--- src/rtl/layer_compositor_if.sv ---
// ----------------------------------------------------------------------------
// layer_compositor_if
//   CPU register bus for the layer compositor: a 2-bit register select, an
//   8-bit write port with a one-cycle write strobe, and a combinational
//   read-back of the selected register.
//
//   Signals
//     addr              register select (0 LAYER, 1 LEVEL, 2 FADE, 3 SPEED)
//     data_in           write data
//     write             write strobe, one cycle per write
//     control_data_out  read data for the register selected by addr
//
//   Modports
//     master  CPU side: drives addr/data_in/write, reads control_data_out
//     slave   compositor side: the inverse
// ----------------------------------------------------------------------------
interface layer_compositor_if;
    logic [1:0] addr;
    logic [7:0] data_in;
    logic       write;
    logic [7:0] control_data_out;

    modport master (
        output addr,
        output data_in,
        output write,
        input  control_data_out
    );

    modport slave (
        input  addr,
        input  data_in,
        input  write,
        output control_data_out
    );
endinterface

--- src/rtl/layer_compositor.sv ---
// ----------------------------------------------------------------------------
// layer_compositor
//   Merges the char, sprite and tilemap layers over a fixed background colour,
//   scales the result by a master brightness level and drives final video RGB.
//   The brightness level can be set directly by the CPU or stepped once per
//   frame by a fade engine (fade out to 0, fade in to FADE_MAX).
//
//   Ports
//     clk, reset              system clock, synchronous active-high reset
//     pause                   freezes the fade frame counter only
//     hblank, vblank          blanking flags aligned with the layer pixels
//     bus                     CPU register bus (layer_compositor_if.slave)
//     char_*, spr_*, tm_*     layer RGB plus 1-bit opacity
//     fade_busy               high while the fade engine is running
//     out_r/g/b               composited, brightness-scaled RGB
//     out_hblank, out_vblank  blanking flags delayed to match RGB
//
//   The pixel path is a fixed two-stage pipeline:
//     S1  layer priority select, registered with blanking and current level
//     S2  brightness scaling and blank forcing, registered to the outputs
// ----------------------------------------------------------------------------
module layer_compositor #(
    parameter logic [7:0] BG_R     = 8'h00,
    parameter logic [7:0] BG_G     = 8'h00,
    parameter logic [7:0] BG_B     = 8'h00,
    parameter logic [4:0] FADE_MAX = 5'd16
) (
    input  logic                clk,
    input  logic                reset,
    input  logic                pause,
    input  logic                hblank,
    input  logic                vblank,
    layer_compositor_if.slave   bus,
    input  logic [7:0]          char_r,
    input  logic [7:0]          char_g,
    input  logic [7:0]          char_b,
    input  logic                char_a,
    input  logic [7:0]          spr_r,
    input  logic [7:0]          spr_g,
    input  logic [7:0]          spr_b,
    input  logic                spr_a,
    input  logic [7:0]          tm_r,
    input  logic [7:0]          tm_g,
    input  logic [7:0]          tm_b,
    input  logic                tm_a,
    output logic                fade_busy,
    output logic [7:0]          out_r,
    output logic [7:0]          out_g,
    output logic [7:0]          out_b,
    output logic                out_hblank,
    output logic                out_vblank
);

    // Fade engine states
    localparam logic [1:0] ST_IDLE = 2'd0;
    localparam logic [1:0] ST_OUT  = 2'd1;
    localparam logic [1:0] ST_IN   = 2'd2;

    localparam logic [7:0] LAYER_RESET = 8'h0E;
    localparam logic [7:0] SPEED_RESET = 8'd1;

    // ------------------------------------------------------------------------
    // CPU-visible registers and fade engine state
    // ------------------------------------------------------------------------
    logic [7:0] layer_reg;    // b0 sprite-over-char, b1 tm en, b2 char en, b3 spr en
    logic [4:0] level;
    logic [7:0] fade_reg;
    logic [7:0] speed_reg;
    logic [1:0] state;
    logic [7:0] frame_cnt;
    logic       vblank_prev;

    logic       wr_layer, wr_level, wr_fade, wr_speed;
    logic [4:0] level_clamped;
    logic [7:0] speed_eff;
    logic [8:0] cnt_next;
    logic       tick;
    logic       step;

    assign wr_layer = bus.write && (bus.addr == 2'd0);
    assign wr_level = bus.write && (bus.addr == 2'd1);
    assign wr_fade  = bus.write && (bus.addr == 2'd2);
    assign wr_speed = bus.write && (bus.addr == 2'd3);

    assign level_clamped = (bus.data_in[4:0] > FADE_MAX) ? FADE_MAX : bus.data_in[4:0];

    // SPEED of 0 behaves as 1 so a fade can never stall.
    assign speed_eff = (speed_reg == 8'd0) ? 8'd1 : speed_reg;

    // 9-bit increment so a counter left above a freshly lowered SPEED cannot
    // wrap; the >= compare then steps on the very next tick.
    assign cnt_next = {1'b0, frame_cnt} + 9'd1;
    assign step     = (cnt_next >= {1'b0, speed_eff});

    // One tick per vblank rising edge; pause freezes counting but the edge
    // detector keeps tracking vblank so no phantom edge appears on release.
    assign tick = vblank && !vblank_prev && !pause;

    assign fade_busy = (state != ST_IDLE);

    always_comb begin
        case (bus.addr)
            2'd0:    bus.control_data_out = layer_reg;
            2'd1:    bus.control_data_out = {3'b000, level};
            2'd2:    bus.control_data_out = fade_reg;
            default: bus.control_data_out = speed_reg;
        endcase
    end

    // NOTE: sequential state uses non-blocking (<=) so every register samples
    // the pre-edge values; blocking here would create order-dependent logic.
    always_ff @(posedge clk) begin
        if (reset) begin
            layer_reg   <= LAYER_RESET;
            level       <= FADE_MAX;
            fade_reg    <= 8'd0;
            speed_reg   <= SPEED_RESET;
            state       <= ST_IDLE;
            frame_cnt   <= 8'd0;
            vblank_prev <= 1'b0;
        end else begin
            vblank_prev <= vblank;

            if (wr_layer) layer_reg <= bus.data_in;
            if (wr_speed) speed_reg <= bus.data_in;

            case (state)
                ST_IDLE: begin
                    // LEVEL and FADE are only writable while the engine is idle.
                    // A vblank edge coinciding with the start write is not counted.
                    if (wr_level) level <= level_clamped;
                    if (wr_fade) begin
                        fade_reg  <= bus.data_in;
                        frame_cnt <= 8'd0;
                        if (bus.data_in == 8'd1)      state <= ST_OUT;
                        else if (bus.data_in == 8'd2) state <= ST_IN;
                    end
                end

                ST_OUT: begin
                    if (tick) begin
                        if (step) begin
                            frame_cnt <= 8'd0;
                            if (level != 5'd0) level <= level - 5'd1;
                            // Finish on the step that reaches 0, or immediately
                            // if the fade was started already at 0.
                            if (level <= 5'd1) begin
                                fade_reg <= 8'd0;
                                state    <= ST_IDLE;
                            end
                        end else begin
                            frame_cnt <= cnt_next[7:0];
                        end
                    end
                end

                ST_IN: begin
                    if (tick) begin
                        if (step) begin
                            frame_cnt <= 8'd0;
                            if (level < FADE_MAX) level <= level + 5'd1;
                            if (level >= FADE_MAX - 5'd1) begin
                                fade_reg <= 8'd0;
                                state    <= ST_IDLE;
                            end
                        end else begin
                            frame_cnt <= cnt_next[7:0];
                        end
                    end
                end

                default: state <= ST_IDLE;
            endcase
        end
    end

    // ------------------------------------------------------------------------
    // S1: layer priority select
    // ------------------------------------------------------------------------
    logic       char_op, spr_op, tm_op;
    logic [7:0] sel_r, sel_g, sel_b;

    assign char_op = layer_reg[2] & char_a;
    assign spr_op  = layer_reg[3] & spr_a;
    assign tm_op   = layer_reg[1] & tm_a;

    // NOTE: every output of this block gets a default first, so no path can
    // leave one unassigned and infer a latch.
    always_comb begin
        sel_r = BG_R;
        sel_g = BG_G;
        sel_b = BG_B;
        if (layer_reg[0] && spr_op) begin
            sel_r = spr_r; sel_g = spr_g; sel_b = spr_b;
        end else if (char_op) begin
            sel_r = char_r; sel_g = char_g; sel_b = char_b;
        end else if (spr_op) begin
            sel_r = spr_r; sel_g = spr_g; sel_b = spr_b;
        end else if (tm_op) begin
            sel_r = tm_r; sel_g = tm_g; sel_b = tm_b;
        end
    end

    logic [7:0] s1_r, s1_g, s1_b;
    logic       s1_hblank, s1_vblank;
    logic [4:0] s1_level;

    // The level travels with the pixel so a level write between S1 and S2
    // cannot scale part of a pixel with the old value.
    always_ff @(posedge clk) begin
        if (reset) begin
            s1_r      <= 8'd0;
            s1_g      <= 8'd0;
            s1_b      <= 8'd0;
            s1_hblank <= 1'b0;
            s1_vblank <= 1'b0;
            s1_level  <= FADE_MAX;
        end else begin
            s1_r      <= sel_r;
            s1_g      <= sel_g;
            s1_b      <= sel_b;
            s1_hblank <= hblank;
            s1_vblank <= vblank;
            s1_level  <= level;
        end
    end

    // ------------------------------------------------------------------------
    // S2: brightness scaling, blank forcing
    // ------------------------------------------------------------------------
    // (c * level) >> 4: with FADE_MAX = 16 full level returns c unchanged.
    function automatic logic [7:0] scale(input logic [7:0] c, input logic [4:0] lv);
        logic [12:0] prod;
        prod = 13'(c) * 13'(lv);
        return prod[11:4];
    endfunction

    logic s1_blank;
    assign s1_blank = s1_hblank | s1_vblank;

    always_ff @(posedge clk) begin
        if (reset) begin
            out_r      <= 8'd0;
            out_g      <= 8'd0;
            out_b      <= 8'd0;
            out_hblank <= 1'b0;
            out_vblank <= 1'b0;
        end else begin
            out_r      <= s1_blank ? 8'd0 : scale(s1_r, s1_level);
            out_g      <= s1_blank ? 8'd0 : scale(s1_g, s1_level);
            out_b      <= s1_blank ? 8'd0 : scale(s1_b, s1_level);
            out_hblank <= s1_hblank;
            out_vblank <= s1_vblank;
        end
    end

endmodule

--- src/flat_wrapper.sv ---
// flat-port wrapper written by rule: the top's interface ports become plain ports
module layer_compositor_flat 
#(
    parameter logic [7:0] BG_R     = 8'h00,
    parameter logic [7:0] BG_G     = 8'h00,
    parameter logic [7:0] BG_B     = 8'h00,
    parameter logic [4:0] FADE_MAX = 5'd16
)
  (clk, reset, pause, hblank, vblank, char_r, char_g, char_b, char_a, spr_r, spr_g, spr_b, spr_a, tm_r, tm_g, tm_b, tm_a, fade_busy, out_r, out_g, out_b, out_hblank, out_vblank, bus_addr, bus_data_in, bus_write, bus_control_data_out);
  layer_compositor_if bus_i ();
  input  logic clk;
  input  logic reset;
  input  logic pause;
  input  logic hblank;
  input  logic vblank;
  input  logic [7:0] char_r;
  input  logic [7:0] char_g;
  input  logic [7:0] char_b;
  input  logic char_a;
  input  logic [7:0] spr_r;
  input  logic [7:0] spr_g;
  input  logic [7:0] spr_b;
  input  logic spr_a;
  input  logic [7:0] tm_r;
  input  logic [7:0] tm_g;
  input  logic [7:0] tm_b;
  input  logic tm_a;
  output logic fade_busy;
  output logic [7:0] out_r;
  output logic [7:0] out_g;
  output logic [7:0] out_b;
  output logic out_hblank;
  output logic out_vblank;
  input wire logic [$bits(bus_i.addr)-1:0] bus_addr;
  input wire logic [$bits(bus_i.data_in)-1:0] bus_data_in;
  input wire logic [$bits(bus_i.write)-1:0] bus_write;
  output wire logic [$bits(bus_i.control_data_out)-1:0] bus_control_data_out;
  assign bus_i.addr = bus_addr;
  assign bus_i.data_in = bus_data_in;
  assign bus_i.write = bus_write;
  assign bus_control_data_out = bus_i.control_data_out;
  layer_compositor #(.BG_R(BG_R), .BG_G(BG_G), .BG_B(BG_B), .FADE_MAX(FADE_MAX)) u_core (.clk(clk), .reset(reset), .pause(pause), .hblank(hblank), .vblank(vblank), .bus(bus_i), .char_r(char_r), .char_g(char_g), .char_b(char_b), .char_a(char_a), .spr_r(spr_r), .spr_g(spr_g), .spr_b(spr_b), .spr_a(spr_a), .tm_r(tm_r), .tm_g(tm_g), .tm_b(tm_b), .tm_a(tm_a), .fade_busy(fade_busy), .out_r(out_r), .out_g(out_g), .out_b(out_b), .out_hblank(out_hblank), .out_vblank(out_vblank));
endmodule
--- config.mk ---
export PLATFORM = sky130hd
export DESIGN_NAME = layer_compositor_flat
export DESIGN_NICKNAME = d
export VERILOG_FILES = /design/src/rtl/layer_compositor_if.sv /design/src/rtl/layer_compositor.sv /design/src/flat_wrapper.sv
export SDC_FILE = /design/constraint.sdc
export NUM_CORES = 1
export LEC_CHECK = 0
export BUFFER_PORTS_ARGS = -buffer_cell sky130_fd_sc_hd__buf_4
export CAP_MARGIN = 0
export CORE_ASPECT_RATIO = 0.6
export CORE_MARGIN = 4
export CORE_UTILIZATION = 55
export CTS_CLUSTER_SIZE = 40
export DETAILED_ROUTE_END_ITERATION = 6
export PLACE_DENSITY = 0.78
export SLEW_MARGIN = 20
export SYNTH_ARGS = -nofsm -noshare
export SYNTH_HDL_FRONTEND = slang
export SYNTH_SLANG_ARGS = --single-unit
--- constraint.sdc ---
create_clock -name clk -period 7.41 [get_ports clk]
set_input_delay 0.741 -clock clk [delete_from_list [all_inputs] [get_ports clk]]
set_output_delay 0.741 -clock clk [all_outputs]
set_load 0.005 [all_outputs]
== After elaboration in Yosys (flattened, before gate mapping) ==
Index checks and enable logic that the tools add are counted.
Storage, ports and cells
  register bits after elaboration: 96
  input port bits: 91
  logic and storage cells: 118
Cells by class
  add/subtract/negate cells: 3
  multipliers: 3
  magnitude comparators: 5
  equal/unequal tests: 19
  muxes and demuxes: 45
  bitwise operators: 4
  reduce and logical (&&, ||, !) cells: 22
Operator list (number)
  $mux 8: 23
  $pmux 8 s3: 2
  $mux 5: 8
  $mul 8x5->12: 3
  $reduce_and 8->1: 3
  $ne 2x1->1 const B: 11
  $mux 2: 9
  $pmux 8 s2: 1
  $pmux 5 s3: 1
  $add 8x1->9 const B: 1
  $ge 9x8->1: 1
  $eq 8x1->1 const B: 1
  $eq 8x2->1 const B: 1
  $logic_not 8->1: 1
  $logic_and 1x1->1: 7
  $eq 2x2->1 const B: 3
  $pmux 2 s3: 1
  $add 5x1->5 const B: 1
  $ge 5x4->1 const B: 1
  $gt 5x5->1 const B: 1
  $le 5x1->1 const B: 1
  $lt 5x5->1 const B: 1
  $reduce_bool 5->1: 1
  $sub 5x1->5 const B: 1
  other kinds (10): 17

== Depth between registers and ports, before layout ==
  depth in word-level cells: 6
  depth in mapped cells: 15
  gate-level depth less buffers: 14

== Worst setup path after synthesis ==
OpenSTA, ideal clock, no wires.
  path kind: reg-to-reg
  from: register u_core.s1_level[4]
  to: register u_core.out_r[7]
  arrival time: 3774 ps
  data required time: 7282 ps
  slack: 3508 ps
  stages on the path, launching flop included: 15
  clock period less this slack: 3902 ps
  path through: dfxtp_1 -> clkbuf_1 -> and2_1 -> fa_1 -> fa_1 -> inv_1 -> fa_1 -> inv_1 -> ha_1 -> or3_4 -> a2111oi_4 -> o31ai_1 -> a21oi_2 -> xnor2_1 -> nor2_1
On the way
  cells in the longest elaborated chain, start to end: 1
RTL lines
  start, declared: line layer_compositor.sv:206  | logic [4:0] s1_level;
  start signal, assigned: line layer_compositor.sv:224  | s1_level <= level;
  $mul 8x5->12: line layer_compositor.sv:234  | prod = 13'(c) * 13'(lv);
  end signal, assigned: line layer_compositor.sv:249  | out_r <= s1_blank ? 8'd0 : scale(s1_r, s1_level);
  end, declared: line layer_compositor.sv:47  | output logic [7:0] out_r,
No other way between the ends.
A chain may end at the register's enable or synchronous reset.

== Final worst setup path ==
  from: register u_core.s1_level[2]
  to: register u_core.out_r[5]
Same word-level chain as after synthesis.

==> results.md <==
- In the post-synthesis netlist, the cell with the most instances is nor2_1.
- The TritonCTS buffer count is 9.
- In the final layout, the share of cells above drive strength 1 is 17.7%.
- The final hold violation count was 0.
- The total global-route track usage is 24.5%.
- The commonest cells after synthesis are nor2_1, dfxtp_1, inv_1, nand2_1, and2_1.
- The predominant post-synthesis flop cell is dfxtp_1.
- The path type of the worst min-delay path is reg2reg.
- The total negative setup slack is 0 ns.
- The number of clock sinks is 96.
- The met1 global-route usage is 37.2%.
- The count of mapped cells out of synthesis is 902.
- The die outline width is 162 microns.
- The synthesized design contains 0 enable-type register cells.
- The row count is 33.
- The synthesized design spends more area on one cell type than any other, namely dfxtp_1.
- The met3 routing resource usage after global routing is 5.83%.
- Summing all placed instances gives a cell area of 8800 sq um.
- The residual DRC count is 0.
- In this run, post-CTS hold repair placed 0 buffers.
- The detailed router placed 6613 vias in this run.
- TritonCTS built the clock tree.
- In this run the tool buffered the top-level ports with 125 buffer cells.
- The first detailed-routing pass ran for 5 iterations.
- The post-route cell area is 9120 sq um.
- The clock passes through at most 2 buffers.
- The overall routed net length is 19500 microns.
- Buffers added to address setup during post-CTS repair amount to 0.
- The path with the worst hold slack has its endpoint at u_core.fade_reg[3]$_SDFFE_PP0P_.
- The clock reaches the later pin of the worst-skew pair after 0.35 ns.
- Setup repair after global routing left no endpoint under its margin.
- The run finished with clean final reports.
- The number of nets with antenna violations after routing is 0.
- The final period demand of the worst path is 4.34 ns.
- The length in cells of the worst reg-to-reg path is 13.
- Gates resized during post-CTS repair numbered 0.
- The worst setup path is of the reg2reg kind.
- The boundary pin count is 126.
- Timing would allow up to 230 MHz.
- Yosys attributes the largest share of cell area to dfxtp_1, fa_1, ha_1, and2_1, nor2_1.
- The kind of capture point of the worst setup path is a flop.
- The first-pass GRT wire length is 32100 microns.
- The met2 global-route usage is 36.4%.
- Dividing the detail-routed wire length by the instance count gives 16.4 microns.
- During synthesis, Yosys emitted a total of 0 warnings.
- The effective utilization at floorplan is 56.6%.
- The number of DRC markers in iteration 0 is 591.
- The register area share after synthesis is 24.7%.
- VDD sags by at most 0.113 mV.
- The number of diodes added for antenna fixing is 0.
- The worst clock skew on the final layout is 0.00792 ns.
- The synthesized netlist occupies a cell area of 7780 sq um.
- For this run, asynchronously set or reset flops after synthesis account for 0%.
- The number of nets handed over by synthesis was 1113.
- Measured on the finished design, the core utilization comes to 66.3%.
- The number of antenna violations at the first check in global routing is 1.
- The capturing point of the worst reg2reg path is u_core.out_r[5]$_SDFF_PP0_.
- The critical path starts at u_core.s1_level[2]$_SDFF_PP0_.
- The analysis attributes to cell leakage a power of 0.00427 uW.
- The number of register bits inferred by synthesis is 96.
- The clock transition at the registers of the reported paths is 0.07 ns.
- STA classifies the critical path startpoint as a flop.
- In this run the tightest slew margin relative to its limit is 28.0%.
- The transition time of the tightest slew-check pin is 1.08 ns.
- The share of synthesized area in the top cell type comes to 24.7%.
- The largest net degree at the start of global routing is 77.
- In this run the critical register-to-register path is launched from u_core.s1_level[2]$_SDFF_PP0_.
- After global routing the overflow that remains totals 0.
- The data required time of the critical path is 7.64 ns.
- The largest driver fanout on the critical path is 24.
- The final critical path takes up 58.6% of the cycle.
- The reg2reg setup slack is 3.07 ns.
- Setup violations remaining at the end of the flow were counted as 0.
- Max-cap violations in this run came to 0.
- The H-tree was split into 3 levels.
- The vias per cell is 5.54.
- The startpoint identified for the worst hold timing path is u_core.fade_reg[3]$_SDFFE_PP0P_.
- met1 is the most crowded layer.
- The worst path arrival time is 4.57 ns.
- Relative to the synthesized area, the layout overhead comes to 17.2%.
- In this run the power density over the cells is 140 nW/um^2.
- A synthesized cell averages 8.62 sq um.
- The clock root buffer master is clkbuf_16.
- Routability-driven placement finished with a final weighted congestion of 0.869.
- The final max-slew violation count is 0.
- The wire-length estimate of the detail-placed layout is 15200 microns.
- The area of the core region is 13700 sq um.
- The net count reported at finish is 1208.
- The depth of the worst hold-timing path is 2.
- The die covers 16200 sq um.
- The number of global-route vias before repair is 6287.
- The floorplan die height is 100 microns.
- The netlist uses 72 different library cells.
[cell type report]
| cell class | instances | area (sq um) |
|---|---|---|
| clock buffers | 10 | 239 |
| clock inverters | 6 | 61.3 |
| fillers | 1144 | 4630 |
| inverters | 91 | 342 |
| multi-input cells | 670 | 5340 |
| flip-flops and latches | 96 | 1920 |
| well taps | 192 | 240 |
| repair buffers | 129 | 976 |
[metal layers]
layer  wire length (microns)  share of wire (%)
met1                    9490                 49
met2                    8140                 42
met3                    1780                9.1
met4                     126               0.64
met5                       0                  0
[where the power goes]
part	switching [uW]	leakage, uW	internal (uW)
Sequential	29.4	0.000784	540
Combinational	125	0.00333	117
Clock	220	0.000150	246
[worst max path at each step]
stage	to	depth (start not counted)	slack (ns)
global placement	u_core.out_r[7]$_SDFF_PP0_	13	3.18
CTS	u_core.out_r[5]$_SDFF_PP0_	13	3.09
floorplan	u_core.out_r[7]$_SDFF_PP0_	14	3.51
finish	u_core.out_r[5]$_SDFF_PP0_	13	3.07
detailed placement	u_core.out_r[7]$_SDFF_PP0_	13	3.12
global route	u_core.out_r[7]$_SDFF_PP0_	13	2.83
[placed cells by master (no fill, tap or decap), drive strengths merged, types with 3 or more instances in the layout]
cell,Yosys,routed
nor3b,5,5
and4,4,4
ha,72,72
nand2b,12,12
mux2i,11,11
nor3,5,5
inv,91,94
a21o,5,5
or2,4,4
xnor2,24,24
o21bai,3,3
o211ai,5,5
fa,48,48
a2111oi,3,3
xor2,10,10
nor4,4,4
nand3b,12,12
a31oi,5,5
and3,5,5
a211o,10,10
nor2b,11,11
dfxtp,96,96
a21oi,60,60
a211oi,7,7
nand2,77,77
clkbuf,32,10
or3,6,6
nand3,15,15
clkinv,0,3
o21ai,10,10
a22oi,24,24
nor2,98,98
and2,74,74
mux4,5,5
buf,13,129
nand4,4,4
[cell families after synthesis]
family / count (synthesis) / synth area share [%]
adder cells (fa/ha/maj): 120 / 23.9
XOR/XNOR: 34 / 3.83
AO/OA/AOI/OAI: 154 / 14.4
multiplexers: 17 / 3.01
flip-flops: 96 / 24.7
buffers and inverters: 136 / 6.82
AND/OR/NAND/NOR: 345 / 23.3
[worst max-delay path: stages, from the launching register on]
cell       delay, ns
dfxtp_1         0.83
and2_1          0.27
fa_1            0.47
fa_1            0.55
inv_1           0.06
fa_1            0.52
inv_1           0.04
ha_1            0.20
or3_4           0.41
a2111oi_4       0.35
nor2_1          0.13
a21oi_1         0.18
xor2_1          0.16
nor2_1          0.05
[stage by stage]
step / hold slack [ns] / power, uW / worst slack, ns / std cells
floorplan: 0.443 / 718 / 3.51 / 902
global route: 0.493 / 1340 / 2.83 / 1194
CTS: 0.468 / 1280 / 3.09 / 1193
detailed placement: 0.455 / 819 / 3.12 / 1177
global placement: 0.453 / 814 / 3.18 / 1177
finish: 0.470 / 1280 / 3.07 / 1194
Note: power is estimated with default switching activity, not from simulation.
